$ cat config.mk
export PLATFORM = sky130hd
export DESIGN_NAME = memory_arbiter
export DESIGN_NICKNAME = d
export VERILOG_FILES = /design/src/rtl/memory_arbiter_pkg.sv /design/src/rtl/arbiter_grant.sv /design/src/rtl/memory_arbiter.sv
export SDC_FILE = /design/constraint.sdc
export NUM_CORES = 1
export LEC_CHECK = 0
export CORE_MARGIN = 4
export CORE_UTILIZATION = 40
export CTS_BUF_LIST = sky130_fd_sc_hd__clkbuf_16
export DETAILED_ROUTE_END_ITERATION = 8
export GPL_TIMING_DRIVEN = 0
export PLACE_DENSITY = 0.86
export SYNTH_ARGS = -nofsm -noshare
export SYNTH_HDL_FRONTEND = slang
export SYNTH_SLANG_ARGS = --single-unit
$ cat constraint.sdc
create_clock -name clk -period 2.7 [get_ports clk]
set_input_delay 0.27 -clock clk [delete_from_list [all_inputs] [get_ports clk]]
set_output_delay 0.27 -clock clk [all_outputs]
set_load 0.01 [all_outputs]
$ cat src/rtl/memory_arbiter_pkg.sv
// Shared types for the memory arbiter: FSM state encoding and grant owner values.
package memory_arbiter_pkg;

  typedef enum logic [1:0] {
    IDLE = 2'd0,
    BUSY = 2'd1,
    DONE = 2'd2
  } arbState_t;

  localparam logic OWNER_INSTR = 1'b0;
  localparam logic OWNER_DATA  = 1'b1;

endpackage

$ cat src/rtl/arbiter_grant.sv
// Combinational grant selection between instruction and data requesters.
// MEMORY_ARBITER_ROUND_ROBIN_EN selects round-robin on collisions; otherwise data wins.
module arbiter_grant
  import memory_arbiter_pkg::*;
(
  input  logic iRequest,
  input  logic dRequest,
`ifdef MEMORY_ARBITER_ROUND_ROBIN_EN
  input  logic lastGrant,
`endif
  output logic grant
);

  always_comb begin
    grant = OWNER_INSTR;
    if (iRequest && dRequest) begin
`ifdef MEMORY_ARBITER_ROUND_ROBIN_EN
      grant = (lastGrant == OWNER_INSTR) ? OWNER_DATA : OWNER_INSTR;
`else
      grant = OWNER_DATA;
`endif
    end else if (dRequest) begin
      grant = OWNER_DATA;
    end
  end

endmodule

$ cat src/rtl/memory_arbiter.sv
// Two-port (instruction fill / data read-write) arbiter onto one backing memory.
// Optional round-robin collision handling via MEMORY_ARBITER_ROUND_ROBIN_EN.
//
// Handshake: requesters hold their enable and payload until their one-cycle ready
// pulse; the memory strobe is level-held through BUSY until memReady, which is
// only honoured in BUSY.
module memory_arbiter
  import memory_arbiter_pkg::*;
#(
  parameter int ADDR_WIDTH = 32,
  parameter int DATA_WIDTH = 32
) (
  input  logic                  clk,
  input  logic                  resetN,
  input  logic                  iReadEnable,
  input  logic [ADDR_WIDTH-1:0] iAddress,
  output logic [DATA_WIDTH-1:0] iDataOut,
  output logic                  iReady,
  input  logic                  dReadEnable,
  input  logic                  dWriteEnable,
  input  logic [ADDR_WIDTH-1:0] dAddress,
  input  logic [DATA_WIDTH-1:0] dDataIn,
  output logic [DATA_WIDTH-1:0] dDataOut,
  output logic                  dReady,
  output logic [ADDR_WIDTH-1:0] memAddress,
  output logic [DATA_WIDTH-1:0] memDataOut,
  output logic                  memReadEnable,
  output logic                  memWriteEnable,
  input  logic [DATA_WIDTH-1:0] memDataIn,
  input  logic                  memReady,
  output logic                  busy,
  output logic                  owner,
  output logic [1:0]            debugState
);

  arbState_t             state, nextState;
  logic                  ownerReg;
  logic                  isWrite;
  logic [ADDR_WIDTH-1:0] addrReg;
  logic [DATA_WIDTH-1:0] wdataReg;
  logic [DATA_WIDTH-1:0] rdataReg;
  logic                  dRequest;
  logic                  anyRequest;
  logic                  grant;
  logic                  startTxn;

  assign dRequest   = dReadEnable | dWriteEnable;
  assign anyRequest = iReadEnable | dRequest;
  assign startTxn   = (state == IDLE) && anyRequest;

`ifdef MEMORY_ARBITER_ROUND_ROBIN_EN
  logic lastGrant;

  always_ff @(posedge clk or negedge resetN) begin
    if (!resetN) begin
      lastGrant <= OWNER_INSTR;
    end else if (startTxn) begin
      lastGrant <= grant;
    end
  end

  arbiter_grant u_grant (
    .iRequest  (iReadEnable),
    .dRequest  (dRequest),
    .lastGrant (lastGrant),
    .grant     (grant)
  );
`else
  arbiter_grant u_grant (
    .iRequest (iReadEnable),
    .dRequest (dRequest),
    .grant    (grant)
  );
`endif

  always_ff @(posedge clk or negedge resetN) begin
    if (!resetN) begin
      state <= IDLE;
    end else begin
      state <= nextState;
    end
  end

  always_comb begin
    nextState = state;
    case (state)
      IDLE:    if (anyRequest) nextState = BUSY;
      BUSY:    if (memReady) nextState = DONE;
      DONE:    nextState = IDLE;
      default: nextState = IDLE;
    endcase
  end

  // A data grant with both enables high is a write-back.
  always_ff @(posedge clk or negedge resetN) begin
    if (!resetN) begin
      ownerReg <= OWNER_INSTR;
      isWrite  <= 1'b0;
      addrReg  <= '0;
      wdataReg <= '0;
      rdataReg <= '0;
    end else if (startTxn) begin
      ownerReg <= grant;
      isWrite  <= (grant == OWNER_DATA) && dWriteEnable;
      addrReg  <= (grant == OWNER_DATA) ? dAddress : iAddress;
      wdataReg <= dDataIn;
    end else if ((state == BUSY) && memReady && !isWrite) begin
      rdataReg <= memDataIn;
    end
  end

  always_comb begin
    memReadEnable  = 1'b0;
    memWriteEnable = 1'b0;
    iReady         = 1'b0;
    dReady         = 1'b0;
    if (state == BUSY) begin
      memReadEnable  = !isWrite;
      memWriteEnable = isWrite;
    end
    if (state == DONE) begin
      iReady = (ownerReg == OWNER_INSTR);
      dReady = (ownerReg == OWNER_DATA);
    end
  end

  assign memAddress = addrReg;
  assign memDataOut = wdataReg;
  assign iDataOut   = rdataReg;
  assign dDataOut   = rdataReg;
  assign busy       = (state != IDLE);
  assign owner      = ownerReg;
  assign debugState = state;

endmodule

# [After elaboration in Yosys (flattened, before gate mapping)]
# Index checks and enable logic that the tools add are counted.
[word_totals] reg_bits=100 input_bits=134 output_inout_bits=136 wordCells=34
[op_classes] eq_ne=4 mux=10 bitwise=4 reduce_logical=10
[ops] operator="32-bit 2-to-1 mux" count=1
[ops] operator="1-bit 2-to-1 mux" count=6
[ops] operator="1-bit logical AND" count=5
[ops] operator="2-bit 2-to-1 mux" count=2
[ops] operator="2-bit inequality test (second input constant)" count=2
[ops] operator="2-bit case mux with 2 select lines" count=1
[ops] operator="2-bit AND reduction" count=2
[ops] operator="2-bit by 1-bit equality test with 1-bit output (second input constant)" count=1
[ops] operator="2-bit equality test (second input constant)" count=1
[ops] operator="2-bit zero test" count=1
[ops] operator="1-bit inverter" count=2
[ops] operator="1-bit bitwise OR" count=2
[ops] operator="2-bit nonzero test" count=1
[ops] operator="1-bit zero test" count=1

# [Logic depth before layout (Yosys ltp)]
# Gate-level depths: netlist of the first run.
[logic_depth] depth_word=5 ltp_mapped=5 mapped_depth_nobuf=3

# [By module]
# Synthesis of the first run repeated with hierarchy kept, for this count alone.
[unflattened] cells_unflattened=293 hier_area_um2=4526.8
[by_module_without_submodules] mod="memory_arbiter" n_inst=1 cells_each=292 area_per_inst_um2=4523.1 seq_area_each_um2=2502.4
[by_module_without_submodules] mod="arbiter_grant" n_inst=1 cells_each=1 area_per_inst_um2=3.8 seq_area_each_um2=0.0

# [Worst setup path before layout of the first run]
# OpenSTA, ideal clock, no wires.
[synth_timing] kind="reg2reg" from="register state[1] (netlist: debugState[1])" to="register rdataReg[10] (netlist: dDataOut[10])" setup_time_ps=125 t_arrival_ps=1358 t_required_ps=2575 path_slack_ps=1217 stages_incl_launch_ff=6 n_path_buf=2 synth_period_minus_slack_ps=1483 cell_sequence="dfrtp_1 > and3b_1 > and2_4 > buf_6 > buf_6 > mux2_4"
[synth_between] elab_chain_len=4 elab_cells_between_ends=7 cone_classes="1 x eq/ne; 1 x bitwise; 5 x reduce/logical"
[synth_lines] item="start, declared" line="memory_arbiter.sv:36" text="arbState_t state, nextState;"
[synth_lines] item="start signal, assigned" line="memory_arbiter.sv:80" text="state <= nextState;"
[synth_lines] item="2-bit by 1-bit equality test with 1-bit output / 2-bit zero test (equally long branches)" line="memory_arbiter.sv:107, memory_arbiter.sv:49"
[synth_lines] item="1-bit logical AND, on equally long branches" line="memory_arbiter.sv:107, memory_arbiter.sv:49"
[synth_lines] item="1-bit logical AND / 1-bit inverter (equally long branches)"
[synth_lines] item="2-bit AND reduction (no line) *"
[synth_lines] item="end signal, assigned" line="memory_arbiter.sv:108" text="rdataReg <= memDataIn;"
[synth_lines] item="end, declared" line="memory_arbiter.sv:41" text="logic [DATA_WIDTH-1:0] rdataReg;"
# Every way passes the cells marked *; elsewhere a longest branch is shown, timed or not.
# A chain may end at the register's enable or synchronous reset.

# [Worst setup path after layout of the first run]
[layout_timing] from="register state[1] (netlist: debugState[1])" to="output memWriteEnable"
[layout_between] elab_chain_len=2
[layout_lines] item="2-bit by 1-bit equality test with 1-bit output" line="memory_arbiter.sv:117" text="if (state == BUSY) begin"
[layout_lines] item="1-bit 2-to-1 mux" line="memory_arbiter.sv:117"
[layout_lines] item="end, declared" line="memory_arbiter.sv:28" text="output logic memWriteEnable,"
# No other way between the ends.

==> results of run 1 <==
[report_power, final]
group	switching (uW)	leakage [uW]	internal, uW
combinational	1670	0.00195	3170
clock	499	0.000137	696
sequential	512	0.00117	2280
total	2680	0.00326	6140
[critical path, stage by stage (launching register included)]
cell             delay (ns)
dfrtp_1                0.43
nand2b_1               0.19
nor2_1                 0.11
clkdlybuf4s50_1        0.56
[final cells by class]
| type | count | share of cell area (%) |
|---|---|---|
| Buffer | 46 | 4.72 |
| Clock inverter | 5 | 0.602 |
| Tap cell | 140 | 2.28 |
| Clock buffer | 9 | 2.93 |
| Inverter | 2 | 0.0976 |
| Sequential cell | 100 | 32.5 |
| Timing Repair Buffer | 271 | 35.4 |
| Multi-Input combinational cell | 142 | 21.4 |
[state kept, by name, summed over array words and instances (netlist names)]
name	cells
dDataOut	32
owner	1
debugState	2
isWrite	1
memAddress	32
memDataOut	32
[cells in the final DEF (no fill, tap or decap), drive strengths merged, types with 2 or more instances in the layout]
master / count
buf: 48
clkdlybuf4s50: 268
inv: 3
clkinv: 3
dfrtp: 100
clkbuf: 9
nor2: 4
and3b: 2
mux2: 128
[cell usage after synthesis]
cell type | instances | share of area (%)
mux2_4 | 30 | 10
inv_1 | 2 | 0.17
mux2_2 | 50 | 12
nor2_2 | 2 | 0.28
nor2_1 | 2 | 0.17
and3b_1 | 2 | 0.39
o21ai_0 | 1 | 0.11
and2_4 | 1 | 0.19
o31ai_1 | 1 | 0.17
a22o_1 | 1 | 0.19
nand2b_1 | 1 | 0.14
o2bb2ai_1 | 1 | 0.19
buf_6 | 8 | 2.0
nor3b_1 | 1 | 0.17
dfrtp_1 | 100 | 55
buf_2 | 5 | 0.55
nand2_1 | 1 | 0.083
mux2_1 | 48 | 12
buf_4 | 33 | 5.5
[metrics by stage]
stage	setup WS [ns]	setup TNS, ns	power, uW
6_report	0.810	0	8820
3_5_place_dp	0.542	0	7720
4_1_cts	0.779	0	8960
2_1_floorplan	1.22	0	4990
3_3_place_gp	-2.34	-233.55	7560
5_1_grt	0.669	0	9330
[worst paths after layout]
path | slack [ns] | from | cells past startpoint | end
worst max-delay path | 0.81 | debugState[1] | 3 | memWriteEnable
worst min-delay path | 0.49 | memDataOut[4] | 1 | memDataOut[4]
worst min register to register | 0.49 | memDataOut[4] | 1 | memDataOut[4]
max in group asynchronous | 1.52 | resetN | 3 | memAddress[24]
worst max register to register | 1.05 | debugState[0] | 5 | memDataOut[11]
min in group asynchronous | 0.50 | resetN | 2 | dDataOut[14]
[routing by layer]
metal,vias to the layer above,global-route usage (%),routed length [um]
met4,0,9.11,371
li1,1540,-,-
met1,1636,19.7,4340
met3,28,6.61,1280
met5,-,0,0
met2,175,36.2,6830
[kinds of logic (layout without fill, tap and decap cells)]
kind of cell	after synthesis	after routing	share of synthesized area (%)
compound gates	4	4	0.664
simple gates	10	10	1.41
mux	128	128	34.4
flops	100	100	55.4
buf+inv	48	333	8.19
==> impl_metrics.csv, run 1 <==
group,metric,value,unit
finish,fin_area,7690,um^2
place,io_buffers,269,
place,post-dp-hpwl,10400,um
clock_tree,cts_tree,"yes",
floorplan,num_rows,38,
floorplan,io_pins,270,
routing,viasPerCell,4.73,
finish,register_area,2500,um^2
yosys,synth_nets,424,
floorplan,core-area,10900,um^2
clock_tree,cts_resized,0,
sta,rsz0062_at_grt,"false",
clock_tree,post-cts-setup-buffers,0,
clock_tree,cts_root_buf,"clkbuf_16",
grt,grt_usage,19.6,%
clock_tree,path_clk_slew,0.06,ns
finish,nFillCells,769,
yosys,synth.avg_cell_area,15.6,um^2
place,gp_congestion,0.818,
hold_path,hp-class,"flop to flop",
power_and_ir_drop,power_leakage,0.00326,uW
sta,hold_viol_final,0,
clock_tree,clock_sinks,100,
routing,drtIter0Drc,77,
routing,wl_per_cell,17.9,um
yosys,ys_warn_count,0,
worst_setup_path,critical_path_class,"flop to output pin",
floorplan,die_width,114,um
routing,wl,12800,um
sta,clock.fmax,529,MHz
place,dp.cells,700,
sta,holdWs,0.492,ns
floorplan,dieArea,13100,um^2
sta,skew,0.00353,ns
floorplan,initial_core_util,41.3,%
yosys,synth.yosys.seq_area_share,55.4,%
finish,area_growth,70.2,%
power_and_ir_drop,p_per_area,1150,nW/um^2
yosys,synth_area,4520,um^2
routing,dr.pass1.iters,4,
clock_tree,clk_path_buf_depth,2,
grt,grt_max_degree,57,
power_and_ir_drop,peakVddDrop,0.648,mV
finish,drive_gt1_share,24.7,%
routing,antenna_left,0,
sta,fin_crit_sh,70.0,%
clock_tree,clk_latency,0.33,ns
worst_setup_path,end_kind,"output pin",
finish,layout.nets,706,
yosys,ys_ff_latch,100,
sta,setup_viol,0,
clock_tree,cts_made_buffers,9,
clock_tree,htree_levels,3,
finish,n_antenna_cell,0,
clock_tree,hold_buffers,1,
finish,fin_util,70.4,%
grt,grt_pass1_wl,19800,um
worst_setup_path,required,2.43,ns
flow_run,maxCapViolCount,0,
grt,antenna_found_initial,0,
sta,period_minus_slack,1.89,ns
finish,stdcell_count,715,
sta,tightest_slew,0.589,ns
yosys,ys_types,19,
routing,route.detailed.drc,0,
place,dpl_cell_area,7410,um^2
grt,grt_pass1_vias,3848,
outcome,outcome,"finished clean",
sta,finalMaxSlewViolations,0,
routing,vias,3379,
yosys,synth_cells,290,
grt,gr-total-overflow,0,
finish,multi_input_area,1650,um^2
floorplan,die_height,114,um
sta,slew_headroom,60.7,%
worst_setup_path,worstSetupStartpointType,"flop",
worst_setup_path,cp.arrival,1.62,ns
worst_setup_path,path_max_fanout,6,
Power figures use the tool's default switching activity.
==> inputs of run 2 (changes only) <==
CORE_UTILIZATION = 34   (was 40)
PLACE_DENSITY = 0.78   (was 0.86)
clock period = 1.55 ns   (was 2.7 ns; I/O delays follow)
==> impl_metrics.csv, run 2 (synthesis results as in run 1) <==
group,metric,value,unit
clock_tree,clk_latency,0.34,ns
worst_setup_path,worstReg2RegEnd,"dDataOut[21]",
sta,fin_crit_sh,99.5,%
sta,rsz0062_at_grt,"true",
routing,wl_per_cell,17.9,um
finish,layout_commonest_cell,"clkdlybuf4s50_1",
power_and_ir_drop,peakVddDrop,0.859,mV
floorplan,die_height,123,um
outcome,outcome,"finished clean",
finish,layout.nets,724,
floorplan,core-area,12800,um^2
sta,slew_headroom,60.3,%
grt,grt_usage,17.5,%
finish,area_growth,77.7,%
worst_setup_path,r2r_setup_slack,0.008,ns
sta,period_minus_slack,1.54,ns
hold_path,hold_start,"dWriteEnable",
worst_setup_path,slowest_stage,"dfrtp_2",
grt,grt_pass1_wl,20300,um
worst_setup_path,path_cells,"and3b_1, and2_4, clkbuf_16, mux2_4",
sta,finalMaxSlewViolations,0,
worst_setup_path,path_max_fanout,6,
worst_setup_path,startpoint,"debugState[1]",
routing,vias,3464,
power_and_ir_drop,p_int,11200,uW
worst_setup_path,required,1.78,ns
power_and_ir_drop,p_per_area,2010,nW/um^2
worst_setup_path,crit_end,"dDataOut[21]",
power_and_ir_drop,pwr-share-comb,54.4,%
floorplan,die_width,123,um
grt,antenna_found_initial,0,
grt,gr-total-overflow,0,
finish,fin_util,62.6,%
routing,wl,13700,um
routing,route.detailed.drc,0,
routing,drtIter0Drc,97,
sta,fin_ws,0.00809,ns
worst_setup_path,cp.arrival,1.77,ns
clock_tree,clock_sinks,100,
clock_tree,path_clk_slew,0.07,ns
clock_tree,cts_root_buf,"clkbuf_16",
sta,tightest_slew,0.596,ns
floorplan,num_rows,41,
power_and_ir_drop,seq_power_share,30.0,%
finish,drive_gt1_share,28.3,%
floorplan,initial_core_util,35.2,%
grt,grt_max_degree,57,
place,post-dp-hpwl,10500,um
worst_setup_path,critical_path_class,"flop to flop",
sta,setup_viol,0,
power_and_ir_drop,power.switching,4930,uW
clock_tree,htree_levels,3,
sta,clock.fmax,649,MHz
worst_setup_path,r2r_cells,4,
flow_run,maxCapViolCount,0,
place,place_ws,-0.685,ns
finish,final_cell_mix,"235 x clkdlybuf4s50_1, 98 x dfrtp_1, 56 x buf_4",
floorplan,dieArea,15200,um^2
finish,n_antenna_cell,0,
worst_setup_path,r2r-start,"debugState[1]",
power_and_ir_drop,power_leakage,0.00360,uW
worst_setup_path,cp_slowest_stage_delay,0.45,ns
routing,dr.pass1.iters,4,
place,io_buffers,269,
sta,hold_viol_final,0,
power_and_ir_drop,switching_share,30.5,%
place,gp_congestion,0.748,
routing,viasPerCell,4.52,
worst_setup_path,end_kind,"flop",
clock_tree,clk_path_buf_depth,2,
clock_tree,cts_made_buffers,9,
routing,antenna_left,0,
hold_path,holdPathStages,2,
clock_tree,cts_tree,"yes",
worst_setup_path,worstSetupStartpointType,"flop",
floorplan,io_pins,270,
sta,skew,0.00613,ns
grt,grt_pass1_vias,3828,
hold_path,hp-class,"input pin to flop",
power_and_ir_drop,clockPowerShare,15.6,%
run 2: layout make-up:
class	instances	area (um^2)
Tap cell	172	215
Sequential cell	100	2500
Clock inverter	6	105
Timing Repair Buffer	290	2910
Inverter	2	7.51
Fill cell	998	4790
Buffer	45	394
Clock buffer	9	225
Multi-Input combinational cell	142	1670
run 2: worst min path at each step:
stage / to / slack, ns
floorplan: dDataOut[0] / -0.14
detailed placement: dDataOut[3] / 0.20
global route: isWrite / 0.30
CTS: dDataOut[3] / 0.38
finish: isWrite / 0.29
global placement: memDataOut[8] / 0.48
run 2: repair_timing:
item                                    CTS  global route
hold endpoints to repair                 44             0
buffers inserted                          6            12
pin swaps                                 1             3
resized for setup                        27            31
hold buffers                              1             0
cloned                                    0             1
endpoints found under the setup margin  110           101
run 2: critical path: cells and delay by family (launching register included):
kind	cells	cell delay, ns
buffers and inverters	1	0.18
flip-flops	1	0.45
multiplexers	1	0.30
AND/OR/NAND/NOR	2	0.49
run 2: layer usage:
metal	wire length, um	up-vias	global-route usage [%]
li1	-	1589	-
met1	4770	1673	18.1
met5	0	-	0
met2	7100	176	31.6
met3	1460	26	6.45
met4	361	0	7.68
run 2: power groups by stage:
| stage | logic [uW] | clock network, uW | registers [uW] |
|---|---|---|---|
| 6_report | 8790 | 2510 | 4840 |
| 5_1_grt | 9340 | 2690 | 5030 |
| 4_1_cts | 8670 | 2570 | 4850 |
| 3_5_place_dp | 8550 | 0 | 4880 |
| 3_3_place_gp | 8420 | 0 | 4790 |
| 2_1_floorplan | 3310 | 0 | 5370 |
run 2: through the flow:
step	cells	power, uW	instance area [um^2]	hold slack [ns]	TNS [ns]
final	766	16100	8030	0.293	0
after floorplan	290	8680	4520	-0.141	0
after CTS	754	16100	7870	0.382	-0.370
after global routing	766	17100	8030	0.304	-1.08
after detailed placement	732	13400	7450	0.203	-42.30
after global placement	731	13200	7430	0.476	-379.98
==> inputs of run 3 (changes only) <==
CORE_UTILIZATION = 35   (was 34)
CTS_BUF_LIST = sky130_fd_sc_hd__clkbuf_8   (was sky130_fd_sc_hd__clkbuf_16)
MAX_ROUTING_LAYER = met4   (was unset)
PLACE_DENSITY = 0.8   (was 0.78)
==> impl_metrics.csv, run 3 (synthesis results as in run 1) <==
group,metric,value,unit
floorplan,initial_core_util,35.8,%
finish,area_growth,81.3,%
power_and_ir_drop,peakVddDrop,0.865,mV
place,place_ws,-0.494,ns
clock_tree,cts_made_buffers,9,
clock_tree,path_clk_slew,0.10,ns
grt,grt_pass1_wl,19700,um
sta,clock.fmax,632,MHz
sta,slew_headroom,56.8,%
floorplan,dieArea,14800,um^2
sta,skew,0.0105,ns
worst_setup_path,slowest_stage,"dfrtp_2",
place,io_buffers,269,
worst_setup_path,cp.arrival,1.83,ns
floorplan,num_rows,41,
finish,drive_gt1_share,35.4,%
finish,final_cell_mix,"222 x clkdlybuf4s50_1, 98 x dfrtp_1, 61 x mux2_4",
routing,antenna_left,0,
worst_setup_path,path_buf_inv,3,
grt,antenna_found_initial,0,
sta,final.setup.tns,-0.678,ns
finish,nFillCells,929,
sta,fin_ws,-0.0335,ns
worst_setup_path,cp_slowest_stage_delay,0.44,ns
place,dp.cells,732,
worst_setup_path,crit_family,"buffers and inverters",
floorplan,die_height,122,um
clock_tree,cts_tree,"yes",
routing,wl_per_cell,17.6,um
worst_setup_path,worstSetupStartpointType,"flop",
finish,fin_util,64.9,%
clock_tree,clk_path_buf_depth,2,
finish,layout_commonest_cell,"clkdlybuf4s50_1",
routing,route.detailed.drc,0,
finish,stdcell_count,777,
floorplan,core-area,12600,um^2
hold_path,hp-class,"input pin to async pin",
grt,gr-total-overflow,0,
power_and_ir_drop,pwr-share-comb,59.2,%
sta,setup_viol,47,
routing,viasPerCell,4.54,
sta,hold_viol_final,0,
clock_tree,clock_sinks,100,
sta,holdWs,0.339,ns
flow_run,maxCapViolCount,0,
power_and_ir_drop,power.switching,5040,uW
finish,layout.nets,734,
outcome,outcome,"finished, violations left",
sta,rsz0062_at_grt,"true",
floorplan,io_pins,270,
sta,period_minus_slack,1.58,ns
place,gp_congestion,0.763,
floorplan,die_width,122,um
power_and_ir_drop,power_leakage,0.00372,uW
outcome,failed_checks,"negative setup slack",
sta,tightest_slew,0.648,ns
grt,grt_max_degree,54,
clock_tree,cts_root_buf,"clkbuf_8",
power_and_ir_drop,clockPowerShare,11.3,%
sta,finalMaxSlewViolations,0,
routing,wl,13700,um
routing,vias,3526,
place,post-dp-hpwl,10300,um
power_and_ir_drop,seq_power_share,29.6,%
grt,grt_pass1_vias,3830,
worst_setup_path,critical_path_class,"flop to flop",
worst_setup_path,path_max_fanout,5,
finish,n_antenna_cell,0,
worst_setup_path,path_cells,"buf_6, nor2_4, o31ai_4, buf_12, clkbuf_16, mux2_4",
routing,drtIter0Drc,87,
clock_tree,clk_latency,0.37,ns
power_and_ir_drop,p_per_area,1990,nW/um^2
power_and_ir_drop,p_int,11300,uW
clock_tree,htree_levels,3,
sta,fin_crit_sh,102,%
power_and_ir_drop,switching_share,30.8,%
worst_setup_path,end_kind,"flop",
grt,grt_usage,17.8,%
worst_setup_path,required,1.80,ns
routing,dr.pass1.iters,4,
-- run 3: cell count changes in the layout (fill, tap and decap cells not counted), moves of 3 or more --
cell | previous run | this run
buf_12 | 3 | 6
dlygate4sd2_1 | 10 | 34
dlymetal6s2s_1 | 20 | 7
mux2_4 | 30 | 61
buf_6 | 5 | 1
clkdlybuf4s50_1 | 235 | 222
buf_2 | 0 | 3
clkbuf_8 | 0 | 10
mux2_1 | 48 | 17
buf_8 | 0 | 3
clkbuf_16 | 10 | 5
-- run 3: worst paths after layout --
path,depth (start not counted),startpoint,to,slack (ns)
min in group clk,2,memReady,debugState[0],0.38
worst min register to register,1,memAddress[22],memAddress[22],0.51
worst max register to register,6,debugState[0],memDataOut[9],-0.03
max in group asynchronous,3,resetN,memDataOut[12],0.51
worst min-delay path,2,resetN,dDataOut[2],0.34
worst max-delay path,6,debugState[0],memDataOut[9],-0.03
-- run 3: per-stage QoR --
step	total power, uW	instance area [um^2]
after floorplan	8680	4520
after global placement	13200	7430
after detailed placement	13400	7450
after CTS	15400	7850
after global routing	17200	8200
final	16300	8200
-- run 3: power by group through the flow --
| stage | Sequential (uW) | Clock [uW] | Combinational (uW) |
|---|---|---|---|
| after floorplan | 5370 | 0 | 3310 |
| after global placement | 4780 | 0 | 8370 |
| after detailed placement | 4880 | 0 | 8510 |
| after CTS | 4800 | 1920 | 8670 |
| after global routing | 5020 | 2030 | 10200 |
| final | 4830 | 1840 | 9670 |
-- run 3: repair_timing --
item	in CTS	in global routing
buffers inserted	18	5
setup endpoints to repair	119	101
hold endpoints to repair	47	0
resized for setup	66	55
pin swaps	2	3
cloned	1	5
hold buffers	1	0
-- run 3: layer usage --
metal	GRT usage, %	vias to the layer above	wire (um)
met5	-	-	0
met4	4.83	0	206
met3	6.04	20	1090
met2	32.0	165	7230
met1	18.5	1742	5150
li1	-	1599	-
-- run 3: final cells by class --
class / count / area, um^2 / share of cell area [%]
Multi-Input combinational cell: 142 / 1790 / 21.9
Inverter: 2 / 7.51 / 0.0916
Tap cell: 172 / 215 / 2.63
Timing Repair Buffer: 300 / 3020 / 36.9
Sequential cell: 100 / 2500 / 30.6
Buffer: 45 / 428 / 5.22
Clock inverter: 6 / 88.8 / 1.08
Clock buffer: 10 / 138 / 1.68
